**config.mk**
```make
export PLATFORM = sky130hd
export DESIGN_NAME = time_set_controller
export DESIGN_NICKNAME = d
export VERILOG_FILES = /design/src/rtl/time_set_controller.sv
export SDC_FILE = /design/constraint.sdc
export NUM_CORES = 1
export LEC_CHECK = 0
export ABC_CLOCK_PERIOD_IN_PS = 8500
export CORE_MARGIN = 5
export CORE_UTILIZATION = 35
export DETAILED_ROUTE_END_ITERATION = 10
export PLACE_DENSITY = 0.56
export SYNTH_ARGS = -nofsm -noshare
export SYNTH_HDL_FRONTEND = slang
export SYNTH_SLANG_ARGS = --single-unit
```
**constraint.sdc**
```tcl
create_clock -name clk -period 8.5 [get_ports clk]
set_clock_uncertainty 0.15 [all_clocks]
set_input_delay 1.275 -clock clk [delete_from_list [all_inputs] [get_ports clk]]
set_output_delay 1.275 -clock clk [all_outputs]
set_load 0.1 [all_outputs]
```
**src/rtl/time_set_controller.sv**
```systemverilog
`default_nettype none
// +-----------------------------------------------------------------------+
// | time_set_controller                                                   |
// | Front-panel time-set sequencer: mode FSM, hold-to-repeat increments,  |
// | digit blink blanking and idle timeout back to RUN.                    |
// | Rev 1.0                                                               |
// +-----------------------------------------------------------------------+
module time_set_controller #(
  parameter int HOLD_MS    = 500,
  parameter int REPEAT_MS  = 100,
  parameter int BLINK_MS   = 250,
  parameter int TIMEOUT_MS = 10000
) (
  input  logic       clk,
  input  logic       rst,
  input  logic       tick_1khz,
  input  logic       btn_mode,
  input  logic       btn_up,
  output logic       run_en,
  output logic       inc_min,
  output logic       inc_hour,
  output logic       blank_hours,
  output logic       blank_mins,
  output logic [1:0] mode
);

  localparam logic [15:0] c_HOLD    = 16'(HOLD_MS);
  localparam logic [15:0] c_REPEAT  = 16'(REPEAT_MS);
  localparam logic [15:0] c_BLINK   = 16'(BLINK_MS);
  localparam logic [15:0] c_TIMEOUT = 16'(TIMEOUT_MS);

  typedef enum logic [1:0] {
    S_RUN      = 2'b00,
    S_SET_HOUR = 2'b01,
    S_SET_MIN  = 2'b10
  } state_t;

  state_t      r_state;
  state_t      w_next;
  logic        r_run_en;
  logic        r_inc_min;
  logic        r_inc_hour;
  logic        r_mode_prev;
  logic        r_up_prev;
  logic        r_up_armed;
  logic        r_repeating;
  logic        r_phase;
  logic [15:0] r_hold_cnt;
  logic [15:0] r_blink_cnt;
  logic [15:0] r_idle_cnt;

  logic        w_mode_press;
  logic        w_up_press;
  logic        w_set;
  logic        w_holding;
  logic        w_hold_fire;
  logic        w_timeout;
  logic        w_pulse;
  logic        w_change;
  logic [15:0] w_hold_next;
  logic [15:0] w_blink_next;
  logic [15:0] w_idle_next;

  assign w_mode_press = btn_mode & ~r_mode_prev;
  assign w_up_press   = btn_up & ~r_up_prev;
  assign w_set        = (r_state == S_SET_HOUR) || (r_state == S_SET_MIN);
  assign w_hold_next  = r_hold_cnt + 16'd1;
  assign w_blink_next = r_blink_cnt + 16'd1;
  assign w_idle_next  = r_idle_cnt + 16'd1;

  // A mode press always takes priority over anything the up button does.
  assign w_holding   = w_set & btn_up & r_up_armed & ~w_mode_press;
  assign w_hold_fire = w_holding & tick_1khz &
                       (w_hold_next == (r_repeating ? c_REPEAT : c_HOLD));
  assign w_timeout   = w_set & tick_1khz & ~btn_up & ~w_mode_press &
                       (w_idle_next == c_TIMEOUT);
  assign w_pulse     = w_set & ~w_mode_press & r_up_armed & (w_up_press | w_hold_fire);

  always_comb begin
    w_next = r_state;
    case (r_state)
      S_RUN:      if (w_mode_press) w_next = S_SET_HOUR;
      S_SET_HOUR: if (w_mode_press) w_next = S_SET_MIN;
                  else if (w_timeout) w_next = S_RUN;
      S_SET_MIN:  if (w_mode_press || w_timeout) w_next = S_RUN;
      default:    w_next = S_RUN;
    endcase
  end

  assign w_change = (w_next != r_state);

  always_ff @(posedge clk) begin
    if (rst) begin
      r_state     <= S_RUN;
      r_run_en    <= 1'b1;
      r_inc_min   <= 1'b0;
      r_inc_hour  <= 1'b0;
      r_mode_prev <= 1'b1;
      r_up_prev   <= 1'b1;
      r_up_armed  <= 1'b1;
      r_repeating <= 1'b0;
      r_phase     <= 1'b0;
      r_hold_cnt  <= 16'd0;
      r_blink_cnt <= 16'd0;
      r_idle_cnt  <= 16'd0;
    end else begin
      r_mode_prev <= btn_mode;
      r_up_prev   <= btn_up;
      r_state     <= w_next;
      r_run_en    <= (w_next == S_RUN);
      r_inc_hour  <= w_pulse & (r_state == S_SET_HOUR);
      r_inc_min   <= w_pulse & (r_state == S_SET_MIN);

      // A button still held across a state change stays disarmed until released.
      if (w_change) r_up_armed <= ~btn_up;
      else if (!btn_up) r_up_armed <= 1'b1;

      if (!w_holding || w_change) begin
        r_hold_cnt  <= 16'd0;
        r_repeating <= 1'b0;
      end else if (tick_1khz) begin
        if (w_hold_fire) begin
          r_hold_cnt  <= 16'd0;
          r_repeating <= 1'b1;
        end else begin
          r_hold_cnt <= w_hold_next;
        end
      end

      if (w_change || !w_set) begin
        r_blink_cnt <= 16'd0;
        r_phase     <= 1'b0;
      end else if (tick_1khz) begin
        if (w_blink_next == c_BLINK) begin
          r_blink_cnt <= 16'd0;
          r_phase     <= ~r_phase;
        end else begin
          r_blink_cnt <= w_blink_next;
        end
      end

      if (w_change || !w_set || btn_up) r_idle_cnt <= 16'd0;
      else if (tick_1khz) r_idle_cnt <= (w_idle_next == c_TIMEOUT) ? 16'd0 : w_idle_next;
    end
  end

  assign run_en      = r_run_en;
  assign inc_min     = r_inc_min;
  assign inc_hour    = r_inc_hour;
  assign mode        = r_state;
  assign blank_hours = (r_state == S_SET_HOUR) & r_phase & ~btn_up;
  assign blank_mins  = (r_state == S_SET_MIN) & r_phase & ~btn_up;

endmodule
`default_nettype wire

```
## Word level (Yosys, flattened, before mapping)

Index checks and enable logic that the tools add are counted.

| operators by class | value |
|---|---|
| reduce and logical (&&, ||, !) cells | 14 |
| divide/modulo/power cells | 0 |
| muxes and demuxes | 11 |
| bitwise logic cells | 26 |
| add/subtract/negate cells | 3 |
| order comparisons | 0 |
| eq/ne operators | 7 |
| multipliers | 0 |
| shift-type cells | 0 |

Operators by type and width:

| cell | count |
|---|---|
| adder 16 x 1 -> 16 bit, second input constant | 3 |
| 2-to-1 mux 16 bit | 3 |
| bitwise AND 1 bit | 20 |
| == test 16 x 14 -> 1 bit, second input constant | 1 |
| == test 16 x 8 -> 1 bit, second input constant | 1 |
| == test 16 x 9 -> 1 bit | 1 |
| 2-to-1 mux 9 bit | 1 |
| 2-to-1 mux 2 bit | 4 |
| one-hot mux 2 bit (3 select lines) | 1 |
| OR reduction 2 bit | 3 |
| logical OR 1 bit | 5 |
| NOT 1 bit | 5 |
| zero test 2 bit | 2 |
| AND reduction 2 bit | 2 |
| == test 2 x 1 -> 1 bit, second input constant | 1 |
| == test 2 bit, second input constant | 1 |
| zero test 1 bit | 2 |
| 2-to-1 mux 1 bit | 2 |
| inequality test 2 x 1 -> 1 bit, second input constant | 1 |
| inequality test 2 bit | 1 |
| bitwise OR 1 bit | 1 |

| storage, ports and cells | value |
|---|---|
| output and inout bits | 7 |
| memories | 0 |
| logic and storage cells | 73 |
| memory bits (read-only) | 0 |
| flip-flop bits (word level) | 58 |
| bits of input ports | 5 |
| latch bits | 0 |
| bits in writable memories | 0 |

## Logic depth before layout (Yosys ltp)

| logic depth | value |
|---|---|
| word-level depth | 13 |
| gate-level depth with buffers | 10 |
| depth with buffers taken out | 9 |

## Worst setup path after synthesis

No wires, ideal clock.

| path | value |
|---|---|
| kind | reg2out |
| start point | register r_state[1], in the netlist mode[1] |
| end point | output blank_mins |
| path slack | 4.921 ns |
| stages on the path, launching flop included | 3 |
| arrival time | 2.154 ns |
| path buffers | 0 |
| path through | dfxtp_1 ha_1 and3b_1 |

| on the way | value |
|---|---|
| cells in the longest elaborated chain, start to end | 3 |

RTL lines:

| what | RTL line | text |
|---|---|---|
| from (decl) | 38 | `state_t r_state;` |
| from (signal assigned) | 109 | `r_state <= w_next;` |
| == test 2 bit | 152 | `assign blank_mins = (r_state == S_SET_MIN) & r_phase & ~btn_up;` |
| bitwise AND 1 bit (2 in a row) | 152 |  |
| to (decl) | 23 | `output logic blank_mins,` |

No other way between the ends.

## Worst setup path in the final report

| path | value |
|---|---|
| start point | input btn_up |
| end point | output blank_hours |

| on the way | value |
|---|---|
| cells in the longest elaborated chain, start to end | 2 |

RTL lines:

| what | RTL line | text |
|---|---|---|
| from (decl) | 18 | `input logic btn_up,` |
| NOT 1 bit | 151 | `assign blank_hours = (r_state == S_SET_HOUR) & r_phase & ~btn_up;` |
| bitwise AND 1 bit | 151 |  |
| to (decl) | 22 | `output logic blank_hours,` |

No other way between the ends.

==> impl_summary.txt <==
----------------------------------------------------
[Final layout]
  Most common cell after layout, fill and taps aside ... dfxtp_1
  Final design area excluding fillers ... 0.00384 sq mm
  Antenna Diode Count ... 0
  Fraction of final layout cells with drive strength greater than 1 ... 0.0655
  Growth of design area from synthesis to finish ... 8.97%
  Leading cell types in the layout, fill and taps excluded ... dfxtp_1, nor2_1, nand2_1
  Number of nets at the end of the flow ... 453

[Timing]
  Worst-Margin Slew ... 0.976 ns
  Relative slew margins ... 0.347
  Share of the clock period used by the worst path after layout ... 0.537
  Setup repair after global routing missed its margin ... no
  Final total negative setup slack ... 0 ns
  Time the final worst path needs with I/O delays and setup ... 4.56 ns
  Max Slew Vio Count ... 0
  Final Hold Viols ... 0
  Setup-failing EPs final ... 0
  Maximum frequency from static timing analysis ... 219 MHz
  Worst hold slack ... 0.376 ns
  Least setup slack across all paths after layout ... 3.94 ns

[Critical path]
  Most numerous cell on the critical path ... clkdlybuf4s50_1
  CP Capture Type ... output port
  Worst-case register-to-register setup slack ... 5.21 ns
  Worst Setup Path Type ... in -> out
  Endpoint of the most critical setup path ... blank_hours
  Buffers and inverters on the worst path ... 2
  Cell family with the largest share of critical-path delay ... buffers and inverters
  Crit path required time ... 7.07 ns
  Crit path arrival time ... 3.14 ns
  Standard cell with the maximum stage delay on the critical path ... clkdlybuf4s50_1
  Worst path max stage delay ... 1.12 ns
  Worst path depth ... 3
  Count of cells along the worst register-to-register path ... 8
  Critical path origin ... btn_up
  Reg-to-reg critical path endpoint ... r_blink_cnt[4]$_SDFFE_PP0P_
  Critical path launch point type ... input port
  Launch point of the worst reg-to-reg path ... r_idle_cnt[0]$_SDFFE_PP0P_
  Critical-path maximum fanout ... 6
  CP cell instances ... clkdlybuf4s50_1 > and3b_1 > clkdlybuf4s50_1

[Floorplanning]
  Die width ... 110 um
  Die area ... 0.0122 sq mm
  Vert. Die Dim ... 110 um
  Number of top-level design ports ... 12
  Starting density of the core ... 0.359
  Placeable core region ... 0.00982 sq mm
  Number of standard-cell rows in the floorplan ... 36

[Status]
  Run status ... finished, final reports clean

[Synth]
  Post-synthesis cell count ... 439
  YS warnings ... 0
  Unique masters post-synth ... 54
  Synth Cell Area ... 0.00353 sq mm
  Post-synthesis register bit count ... 58
  Mean cell area of the mapped netlist ... 8.04 sq um
  Synthesized net count ... 453
  Share of synthesized flip-flops with an asynchronous set or reset ... 0
  Sequential share of the synthesized area ... 0.329
  Most used DFF post-synth ... dfxtp_1
  Number of flops mapped to enable cells by yosys ... 0

[GRT]
  Largest net degree at the start of global routing ... 32
  Global-route usage over all layers ... 0.130
  Global route overflow ... 0
  Layer carrying the most global-route usage ... met2
  Global-route wire length before repair ... 13200 um
  Global-route met2 utilization ... 0.193
  Antenna violations before repair ... 0
  Number of global-route vias before repair ... 2776
  GR Layer Usage met1 ... 0.173
  Grt met3 use ... 0.0257

[Detailed routing]
  Average wire length per cell after detail routing ... 13.4 um
  Number of remaining DRC errors ... 0
  Final WL ... 7720 um
  Pre-antenna DRT Iters ... 5
  Vias per std cell ... 5.28
  Via count ... 3043
  Starting DRC count in detailed routing ... 184
  Antenna-violating nets left ... 0

[Place]
  Routability congestion estimate from global placement ... 0.833
  Cell area reported after detailed placement ... 0.00369 sq mm
  Count of input and output buffers ... 11
  Setup WS pre-CTS ... 3.95 ns
  Final HPWL from detailed placement ... 5270 um

[Clock tree]
  CTS hold repair buffers ... 0
  Clock tree from TritonCTS ... built
  Number of gates resized after CTS ... 0
  CTS Buf Count ... 9
  Clock transition at path regs ... 0.06 ns
  Number of levels the H-tree was split into ... 3
  Post-CTS setup-driven buffer insertion count ... 0
  Worst skew pair latency ... 0.34 ns
  CTS sink cnt ... 58
  Clock root cell ... clkbuf_8
  Buffer depth of the longest clock path ... 2

[Pwr]
  Total power consumption of the routed design ... 531 uW
  Leak ... 1.14 nW
  Largest vdd supply drop ... 0.0000519 V
  Power Dens Cells ... 138 mW/mm^2

[Worst hold path]
  HP Class ... reg -> reg

[Flow run]
  # Max-Cap Violations ... 0

----------------------------------------------------
[Yosys cell counts, drive strengths merged (9+ instances only)]
master	n	area share
buf	13	0.023
nand3	28	0.043
inv	14	0.015
a31oi	12	0.021
xnor2	19	0.047
nand2	48	0.051
nand3b	10	0.021
nor3	17	0.026
nor4	9	0.024
dfxtp	58	0.33
nor2	53	0.059
clkbuf	10	0.011
ha	9	0.032
a21oi	15	0.021
xor2	26	0.065
nand4	20	0.039
[logic make-up (layout without fill, tap and decap cells)]
group                    Yosys count  in the layout  synth area share
AO/OA/AOI/OAI                     60             60             0.122
XOR/XNOR                          45             45             0.112
adder cells (fa/ha/maj)            9              9            0.0319
buffers and inverters             37             41            0.0486
flip-flops                        58             58             0.329
multiplexers                       2              2           0.00567
AND/OR/NAND/NOR                  228            228             0.351
[through the flow]
stage / util / cells
final: 0.392 / 576
after detailed placement: 0.376 / 561
after global routing: 0.392 / 576
after CTS: 0.392 / 576
after floorplan: - / 439
after global placement: 0.376 / 561
[power by group]
group	switching, mW	internal, mW
clock network	0.107	0.102
logic	0.0319	0.0130
registers	0.00267	0.274
total	0.142	0.389
[registers in the layout, indices dropped and copies added (netlist names)]
signal       cells
inc_min          1
r_up_prev        1
mode             2
r_idle_cnt      16
r_hold_cnt      16
r_repeating      1
r_phase          1
r_blink_cnt     16
r_up_armed       1
run_en           1
r_mode_prev      1
inc_hour         1
[worst min-delay path: stages (launching register included)]
cell and delay, ns:
dfxtp_1 0.31, o311ai_0 0.09, nand3b_1 0.07
[final cells by class]
cell class / instances / area, sq um
Clock inverter: 4 / 20.0
Multi-Input combinational cell: 344 / 2200
Sequential cell: 58 / 1160
Timing Repair Buffer: 12 / 118
Inverter: 14 / 52.6
Fill cell: 1030 / 5970
Tap cell: 133 / 166
Clock buffer: 11 / 131
[per-layer routing]
layer	routed length, um	vias to the layer above	part of all wire
li1	-	1560	-
met1	3900	1397	0.50
met2	3290	72	0.43
met3	316	14	0.041
met4	214	0	0.028
met5	0	-	0
[worst min path at each step]
stage,startpoint,endpoint,slack (ns),cells past startpoint
floorplan,r_up_armed$_SDFFE_PP1P_,r_up_armed$_SDFFE_PP1P_,0.33,2
global placement,r_blink_cnt[15]$_SDFFE_PP0P_,r_blink_cnt[15]$_SDFFE_PP0P_,0.37,2
detailed placement,r_up_armed$_SDFFE_PP1P_,r_up_armed$_SDFFE_PP1P_,0.37,2
CTS,r_up_armed$_SDFFE_PP1P_,r_up_armed$_SDFFE_PP1P_,0.38,2
global route,r_up_armed$_SDFFE_PP1P_,r_up_armed$_SDFFE_PP1P_,0.41,2
finish,r_up_armed$_SDFFE_PP1P_,r_up_armed$_SDFFE_PP1P_,0.38,2
Power figures use the tool's default switching activity.
